### src/rtl/tmpl_match_ctrl.sv
// Template-match scheduler: one SAD candidate per frame over a raster grid, best offset reported on oDONE.
// Latency: pixel to SAD in 2 cycles; no backpressure (stream-driven). Optional oHIT overlay under TMPL_OVERLAY_EN.
module tmpl_match_ctrl #(
  parameter int TPL_W = 128,
  parameter int TPL_H = 128,
  parameter int STEP  = 64,
  parameter int IMG_W = 640,
  parameter int IMG_H = 480
) (
  input  logic        iCLK,
  input  logic        iRST,
  input  logic        iFVAL,
  input  logic        iDVAL,
  input  logic [12:0] iX,
  input  logic [12:0] iY,
  input  logic [9:0]  iGRAY,
  output logic [12:0] oTX,
  output logic [12:0] oTY,
  input  logic [10:0] iTVAL,
  output logic [12:0] oCAND_X,
  output logic [12:0] oCAND_Y,
  output logic [12:0] oBEST_X,
  output logic [12:0] oBEST_Y,
  output logic [23:0] oBEST_SAD,
  output logic        oBUSY,
  output logic        oDONE
`ifdef TMPL_OVERLAY_EN
  ,
  output logic        oHIT
`endif
);

  localparam int OX_MAX = IMG_W - TPL_W;
  localparam int OY_MAX = IMG_H - TPL_H;
  localparam int NPIX   = TPL_W * TPL_H;

  typedef enum logic [2:0] {S_SYNC, S_ARM, S_ACC, S_EVAL, S_DONE} state_t;

  state_t      state;
  logic        fval_q;
  logic        s1_vld;
  logic        s1_win;
  logic [7:0]  gray8;
  logic [23:0] sad;
  logic [15:0] pcnt;
  logic [23:0] run_sad;
  logic [12:0] run_x;
  logic [12:0] run_y;

  // Negative offsets wrap to large unsigned values and fail the window test.
  logic [12:0] dx, dy;
  logic        in_win;
  assign dx     = iX - oCAND_X;
  assign dy     = iY - oCAND_Y;
  assign in_win = ({1'b0, dx} < 14'(TPL_W)) && ({1'b0, dy} < 14'(TPL_H));

  logic [7:0]  tval8;
  logic [7:0]  adiff;
  logic        acc_en;
  logic [23:0] sad_nxt;
  logic [15:0] pcnt_nxt;
  assign tval8  = iTVAL[7:0];
  assign adiff  = (gray8 >= tval8) ? (gray8 - tval8) : (tval8 - gray8);
  assign acc_en = s1_vld && s1_win && ((state == S_ACC) || (state == S_EVAL));

  always_comb begin
    sad_nxt  = sad;
    pcnt_nxt = pcnt;
    if (acc_en) begin
      sad_nxt  = sad + {16'd0, adiff};
      pcnt_nxt = pcnt + 16'd1;
    end
  end

  logic tval_unused;
  assign tval_unused = ^{iTVAL[10:8], iGRAY[1:0]};

  logic x_wrap, y_last, last_cand, better;
  assign x_wrap    = (int'(oCAND_X) + STEP) > OX_MAX;
  assign y_last    = (int'(oCAND_Y) + STEP) > OY_MAX;
  assign last_cand = x_wrap && y_last;
  assign better    = sad_nxt < run_sad;

`ifdef TMPL_OVERLAY_EN
  logic        best_vld;
  logic [12:0] hx, hy;
  logic        hit_c;
  assign hx    = iX - oBEST_X;
  assign hy    = iY - oBEST_Y;
  assign hit_c = best_vld && ({1'b0, hx} < 14'(TPL_W)) && ({1'b0, hy} < 14'(TPL_H));
`endif

  always_ff @(posedge iCLK) begin
    if (iRST) begin
      state     <= S_SYNC;
      fval_q    <= 1'b0;
      s1_vld    <= 1'b0;
      s1_win    <= 1'b0;
      gray8     <= '0;
      oTX       <= '0;
      oTY       <= '0;
      sad       <= '0;
      pcnt      <= '0;
      run_sad   <= 24'hFFFFFF;
      run_x     <= '0;
      run_y     <= '0;
      oCAND_X   <= '0;
      oCAND_Y   <= '0;
      oBEST_X   <= '0;
      oBEST_Y   <= '0;
      oBEST_SAD <= 24'hFFFFFF;
      oBUSY     <= 1'b0;
      oDONE     <= 1'b0;
`ifdef TMPL_OVERLAY_EN
      best_vld  <= 1'b0;
      oHIT      <= 1'b0;
`endif
    end else begin
      fval_q <= iFVAL;
      s1_vld <= iDVAL;
      if (iDVAL) begin
        oTX    <= dx;
        oTY    <= dy;
        gray8  <= iGRAY[9:2];
        s1_win <= in_win;
`ifdef TMPL_OVERLAY_EN
        oHIT   <= hit_c;
`endif
      end
      if (acc_en) begin
        sad  <= sad_nxt;
        pcnt <= pcnt_nxt;
      end
      oDONE <= 1'b0;

      case (state)
        S_SYNC: if (!iFVAL) state <= S_ARM;
        S_ARM: begin
          if (iFVAL && !fval_q) begin
            sad   <= '0;
            pcnt  <= '0;
            oBUSY <= 1'b1;
            state <= S_ACC;
          end
        end
        S_ACC: begin
          if (!iFVAL) begin
            oBUSY <= 1'b0;
            state <= S_EVAL;
          end
        end
        S_EVAL: begin
          // Short or empty frames retry the same candidate.
          if (pcnt_nxt == 16'(NPIX)) begin
            if (better) begin
              run_sad <= sad_nxt;
              run_x   <= oCAND_X;
              run_y   <= oCAND_Y;
            end
            if (last_cand) begin
              oBEST_X   <= better ? oCAND_X : run_x;
              oBEST_Y   <= better ? oCAND_Y : run_y;
              oBEST_SAD <= better ? sad_nxt : run_sad;
              oDONE     <= 1'b1;
              state     <= S_DONE;
            end else begin
              if (x_wrap) begin
                oCAND_X <= '0;
                oCAND_Y <= oCAND_Y + 13'(STEP);
              end else begin
                oCAND_X <= oCAND_X + 13'(STEP);
              end
              state <= S_ARM;
            end
          end else begin
            state <= S_ARM;
          end
        end
        S_DONE: begin
          run_sad  <= 24'hFFFFFF;
          run_x    <= '0;
          run_y    <= '0;
          oCAND_X  <= '0;
          oCAND_Y  <= '0;
`ifdef TMPL_OVERLAY_EN
          best_vld <= 1'b1;
`endif
          state    <= S_ARM;
        end
        default: state <= S_SYNC;
      endcase
    end
  end

endmodule

### config.mk
export PLATFORM = sky130hd
export DESIGN_NAME = tmpl_match_ctrl
export DESIGN_NICKNAME = d
export VERILOG_FILES = /design/src/rtl/tmpl_match_ctrl.sv
export SDC_FILE = /design/constraint.sdc
export NUM_CORES = 1
export LEC_CHECK = 0
export BUFFER_PORTS_ARGS = -buffer_cell sky130_fd_sc_hd__buf_2
export CAP_MARGIN = 5
export CELL_PAD_IN_SITES_DETAIL_PLACEMENT = 0
export CELL_PAD_IN_SITES_GLOBAL_PLACEMENT = 1
export CORE_ASPECT_RATIO = 0.9
export CORE_UTILIZATION = 43
export CTS_CLUSTER_SIZE = 16
export DETAILED_ROUTE_END_ITERATION = 10
export GPL_ROUTABILITY_DRIVEN = 0
export PLACE_DENSITY = 0.91
export SETUP_SLACK_MARGIN = 0.5
export SYNTH_ARGS = -nofsm -noshare
export SYNTH_HDL_FRONTEND = slang
export SYNTH_SLANG_ARGS = --single-unit
### constraint.sdc
create_clock -name iCLK -period 9.1 [get_ports iCLK]
set_clock_uncertainty 0.1 [all_clocks]
set_input_delay 0.91 -clock iCLK [delete_from_list [all_inputs] [get_ports iCLK]]
set_output_delay 0.91 -clock iCLK [all_outputs]
set_load 0.1 [all_outputs]
==> flow_metrics.tcl, run 1 <==
set metrics [dict create \
    status "finished, violations left" \
    violations "design-rule violations" \
    num_vias 8849 \
    ios 155 \
    worst_slew_pin_slew_ns 1.064 \
    layout_common_cells "dfxtp_1, buf_2, nor2_1" \
    power.leakage_nw 5.160 \
    core_area_um2 23540 \
    path_max_fanout 26 \
    clock-root-buffer "clkbuf_16" \
    pre_cts_slack_ns 0.8651 \
    start_util_pct 44.17 \
    grt_max_degree 72 \
    clk_pin_slew_ns 0.08 \
    met2_length_mm 11.34 \
    crit_start "iTVAL[0]" \
    htreeDepth 4 \
    grt_util_all_layers_pct 20.29 \
    ys_warn_count 0 \
    hp-start "oBEST_Y[5]$_SDFFE_PP0P_" \
    final-seq-area_um2 3924 \
    synth_area_leaders "dfxtp_1, ha_1, a21oi_1" \
    drtIter0Drc 618 \
    port_buffers 137 \
    nNetsFinal 1433 \
    final-hold-violation-count 0 \
    max_freq_ghz 0.1281 \
    drcViolationCount 15 \
    maxCapViolations 0 \
    rows 53 \
    top_layer_used "met4" \
    finalWirelength_mm 24.71 \
    utilization_pct 50.43 \
    cts.sinks 196 \
    cp.required_ns 9.38 \
    start_kind "input port" \
    peakVddDrop_mv 0.1281 \
    path_class "input port to flip-flop" \
    wl_met3_mm 1.088 \
    syn_inst 1213 \
    area_delta_synth_final_pct 14.16 \
    worstSetupEndpointType "flip-flop" \
    first_pass_iters 8 \
    ys_types 80 \
    synth_enable_flop_cells 0 \
    hpwl_mm 17.43 \
    grt-ovfl-total 0 \
    hp-class "flip-flop to flip-flop" \
    grt_pass1_vias 8272 \
    slew_violations 0 \
    worstPathArrival_ns 8.09 \
    clock_path_buffers 2 \
    antenna_found_initial 0 \
    clock_latency_ns 0.44 \
    tns_ns 0 \
    min_period_over_period_pct 85.79 \
    post_cts_resized 0 \
    maxSlewHeadroom_pct 29.07 \
    cts_hold_buffers 0 \
    avgSynthCellArea_um2 8.573 \
    die_h_um 149.5 \
    met1Wirelength_mm 11.93 \
    die-area_um2 24810 \
    drive_gt1_share_pct 16.38 \
    yosys.area.top_type "dfxtp_1" \
    die_w_um 165.9 \
    ys_ff_latch 196 \
    synth_top_area_share_pct 37.73 \
    async_reset_ff_share_pct 0 \
    multiInputGateArea_um2 5911 \
    synth_area_um2 10400 \
    synthFlopType "dfxtp_1" \
    ant_nets 0 \
    yosysSeqAreaShare_pct 37.73 \
    rsz0062_at_grt "false" \
    cts_tree "yes" \
    antenna_cells 0 \
    final.setup.worst_slack_ns 1.293 \
    grt_pass1_wl_mm 41.37 \
    fillers 2193 \
    powerDensity_nw_per_um2 167.1 \
    final_common_cell "dfxtp_1" \
    wl_per_cell_um 15.19 \
    cts_buffers 17 \
    setup_viol 0 \
    period_needed_ns 7.807 \
    postCtsSetupBuffers 0 \
    r2r_start "gray8[0]$_SDFFE_PP0P_" \
    vias_per_cell 5.439 \
]
## kinds of logic after synthesis
| group | Yosys count | synth area share (%) |
|---|---|---|
| fa+ha+maj | 70 | 8.639 |
| mux | 43 | 4.199 |
| buf+inv | 148 | 6.185 |
| simple gates | 397 | 19.88 |
| compound gates | 296 | 18.16 |
| other cells | 2 | 0.07222 |
| xor+xnor | 61 | 5.138 |
| flops | 196 | 37.73 |
## through the flow
step                total power [W]  std cells  hold slack [ns]  instance area, µm²
floorplan                  0.001145       1227           0.3294               10450
global placement           0.001196       1595           0.3373               11230
detailed placement         0.001200       1595           0.3416               11230
CTS                        0.002006       1627           0.3537               11870
global route               0.002063       1627           0.3706               11870
finish                     0.001984       1627           0.3490               11870
## layout make-up
| type | count | area share, % |
|---|---|---|
| timing repair buffer | 148 | 6.492 |
| tap | 302 | 3.183 |
| inverter | 66 | 2.087 |
| clock inverter | 15 | 1.813 |
| multi-input combinational | 883 | 49.79 |
| sequential | 196 | 33.05 |
| clock buffer | 17 | 3.583 |
## report_power, final
| part | switching [W] | internal, W | leakage [nW] |
|---|---|---|---|
| clock network | 0.000396 | 0.000408 | 0.309 |
| registers | 0.0000121 | 0.000871 | 1.59 |
| logic | 0.000215 | 0.0000823 | 3.26 |
## final timing paths
path                             end  slack (ns)  cells after the start
max           run_y[12]$_SDFFE_PP0P_        1.29                     25
min          oBEST_Y[5]$_SDFFE_PP0P_        0.35                      2
min reg2reg  oBEST_Y[5]$_SDFFE_PP0P_        0.35                      2
max reg2reg   run_y[12]$_SDFFE_PP0P_        1.49                     25
## worst max-delay path, stage by stage
cell	delay (ns)
buf_2	0.09
ha_1	0.16
inv_1	0.05
fa_1	0.37
a21o_1	0.19
a2111oi_0	0.47
o21ai_0	0.33
buf_4	0.26
a221oi_1	0.32
a211o_1	0.24
a31oi_1	0.13
xnor2_1	0.26
ha_1	0.44
nor3_1	0.08
a31oi_1	0.63
nand2_1	0.15
xnor2_1	0.35
ha_1	0.20
and3_1	0.20
nand4_1	0.13
or4_1	0.59
a21oi_1	0.29
nor3_2	0.10
a21oi_2	0.85
a22o_1	0.27
## routing by layer
metal | vias up | GRT usage [%]
met1 | 4167 | 26.89
met3 | 29 | 3.756
li1 | 4469 | -
met4 | 0 | 5.607
met5 | - | 0
met2 | 184 | 33.78
## Yosys cell counts (6+ instances only)
cell type,count
a211o_1,6
a211oi_1,22
a21o_1,14
a21oi_1,88
a22o_1,16
a31oi_1,26
and2_1,18
and3_1,13
buf_1,10
buf_2,10
buf_4,12
clkbuf_1,46
dfxtp_1,196
ha_1,67
inv_1,66
mux2i_1,38
nand2_1,85
nand3_1,31
nand4_1,13
nor2_1,112
nor2b_1,25
nor3_1,26
nor4_1,21
o211ai_1,11
o21a_1,6
o21ai_0,55
o21ai_1,14
or4_1,7
xnor2_1,43
xor2_1,18
## registers in the layout (all words and copies together) (netlist names), 3 cells and up
register and count:
gray8 8, oBEST_SAD 24, oBEST_X 13, oBEST_Y 13
oCAND_X 7, oCAND_Y 7, oTX 13, oTY 13
pcnt 16, run_sad 24, run_x 13, run_y 13
sad 24, state 3
Power figures use the tool's default switching activity.
==> inputs of run 2 (changes only) <==
PLACE_DENSITY = default   (was 0.91)
PLACE_DENSITY_LB_ADDON = 0.1   (was default)
==> run 2 against run 1 <==
  * The flow still finishes with violations (design-rule violations)
  * Register-to-register slack improved by 0.16 ns
  * Flip-flop and latch count stayed put
  * Hold slack improved by 0.0018 ns
==> flow_metrics.tcl, run 2 (same netlist as run 1, synthesis figures left out) <==
set metrics [dict create \
    status "finished, violations left" \
    violations "design-rule violations" \
    path_class "input port to flip-flop" \
    postCtsSetupBuffers 0 \
    grt_util_all_layers_pct 21.72 \
    area_delta_synth_final_pct 14.74 \
    first_pass_iters 10 \
    final_common_cell "dfxtp_1" \
    p_sw_w 0.0006531 \
    powerDensity_nw_per_um2 167.4 \
    rows 53 \
    nNetsFinal 1440 \
    final-hold-violation-count 0 \
    hpwl_mm 18.13 \
    layout_common_cells "dfxtp_1, buf_2, nor2_1" \
    maxSlewHeadroom_pct 44.19 \
    grt_pass1_vias 8152 \
    die_w_um 165.9 \
    vias_per_cell 5.365 \
    period_needed_ns 7.638 \
    cts_buffers 17 \
    worstSetupEndpointType "flip-flop" \
    num_vias 8766 \
    worstPathArrival_ns 7.93 \
    min_period_over_period_pct 83.94 \
    start_kind "input port" \
    seqPwrFrac_pct 44.2 \
    p_comb_share_pct 14.9 \
    power.leakage_nw 5.194 \
    ios 155 \
    grt_max_degree 66 \
    path_max_fanout 17 \
    drcViolationCount 12 \
    clk_pin_slew_ns 0.08 \
    intPower_w 0.001345 \
    top_regs "oBEST_SAD x24, run_sad x24, sad x24" \
    pre_cts_slack_ns 0.9949 \
    cp.required_ns 9.39 \
    grt_pass1_wl_mm 43.31 \
    setup_viol 0 \
    fillers 2342 \
    worst_slew_pin_slew_ns 0.8371 \
    power.share.clock_pct 40.9 \
    peakVddDrop_mv 0.1013 \
    switching_share_pct 32.69 \
    post_cts_resized 0 \
    rsz0062_at_grt "false" \
    final.setup.worst_slack_ns 1.462 \
    cts.sinks 196 \
    finalWirelength_mm 26.18 \
    start_util_pct 44.17 \
    drive_gt1_share_pct 16.82 \
    port_buffers 137 \
    ant_nets 0 \
    hp-class "flip-flop to flip-flop" \
    tns_ns 0 \
    wl_per_cell_um 16.02 \
    die-area_um2 24810 \
    die_h_um 149.5 \
    clock_path_buffers 2 \
    cts_hold_buffers 0 \
    max_freq_ghz 0.1309 \
    slew_violations 0 \
    cts_tree "yes" \
    maxCapViolations 0 \
    drtIter0Drc 566 \
    htreeDepth 4 \
    clock_latency_ns 0.45 \
    clock-root-buffer "clkbuf_16" \
    core_area_um2 23540 \
    hold-worst-slack_ns 0.3509 \
    grt-ovfl-total 0 \
    antenna_found_initial 0 \
    antenna_cells 0 \
]
[run 2: worst max-delay path, cell delays in order]
cell       delay [ns]
buf_2            0.10
ha_1             0.17
inv_1            0.06
fa_1             0.38
a21o_1           0.19
a2111oi_0        0.52
o21ai_0          0.34
buf_4            0.27
a221oi_1         0.32
a211o_1          0.25
nor3_1           0.08
nor3_1           0.29
ha_1             0.35
o21a_1           0.19
o21ai_0          0.14
a31oi_1          0.06
buf_4            0.17
o211ai_1         0.20
xnor2_1          0.17
ha_1             0.27
or4_1            0.52
a211o_1          0.27
a31oi_1          0.15
nor3_1           0.09
or3_2            0.66
nor3_4           0.59
a22o_1           0.22
[run 2: power by group through the flow]
| stage | logic (W) | registers (W) | clock network (W) |
|---|---|---|---|
| 2_1_floorplan | 0.000161 | 0.000984 | 0 |
| 3_3_place_gp | 0.000297 | 0.000904 | 0 |
| 3_5_place_dp | 0.000298 | 0.000904 | 0 |
| 4_1_cts | 0.000300 | 0.000884 | 0.000839 |
| 5_1_grt | 0.000323 | 0.000887 | 0.000871 |
| 6_report | 0.000297 | 0.000884 | 0.000817 |
[run 2: routing by layer]
metal / wire length, µm / GRT usage, % / up-vias
met4: 284 / 5.888 / 0
met1: 13300 / 31.11 / 4099
met3: 1037 / 3.094 / 17
li1: - / - / 4486
met2: 11560 / 33.99 / 164
met5: 0 / 0 / -
[run 2: path summary, 6_finish.rpt]
check,start,to,slack [ns],cells after the start
max,iTVAL[0],run_x[12]$_SDFFE_PP0P_,1.46,27
min,oBEST_Y[0]$_SDFFE_PP0P_,oBEST_Y[0]$_SDFFE_PP0P_,0.35,2
max reg2reg,gray8[0]$_SDFFE_PP0P_,run_x[12]$_SDFFE_PP0P_,1.65,27
min reg2reg,oBEST_Y[0]$_SDFFE_PP0P_,oBEST_Y[0]$_SDFFE_PP0P_,0.35,2
[run 2: layout make-up]
class | instances | area [µm²] | area share (%)
multi-input combinational | 883 | 5903 | 49.48
sequential | 196 | 3924 | 32.89
timing repair buffer | 155 | 835.8 | 7.005
clock buffer | 17 | 425.4 | 3.565
tap | 302 | 377.9 | 3.167
inverter | 66 | 247.7 | 2.076
clock inverter | 15 | 217.7 | 1.825
[run 2: per-stage QoR]
step           util, %  power, W  area (µm²)  cells
2_1_floorplan        -  0.001145       10450   1227
3_5_place_dp     47.95  0.001202       11290   1602
4_1_cts          50.68  0.002022       11930   1634
3_3_place_gp     47.95  0.001201       11290   1602
6_report         50.68  0.001998       11930   1634
5_1_grt          50.68  0.002080       11930   1634
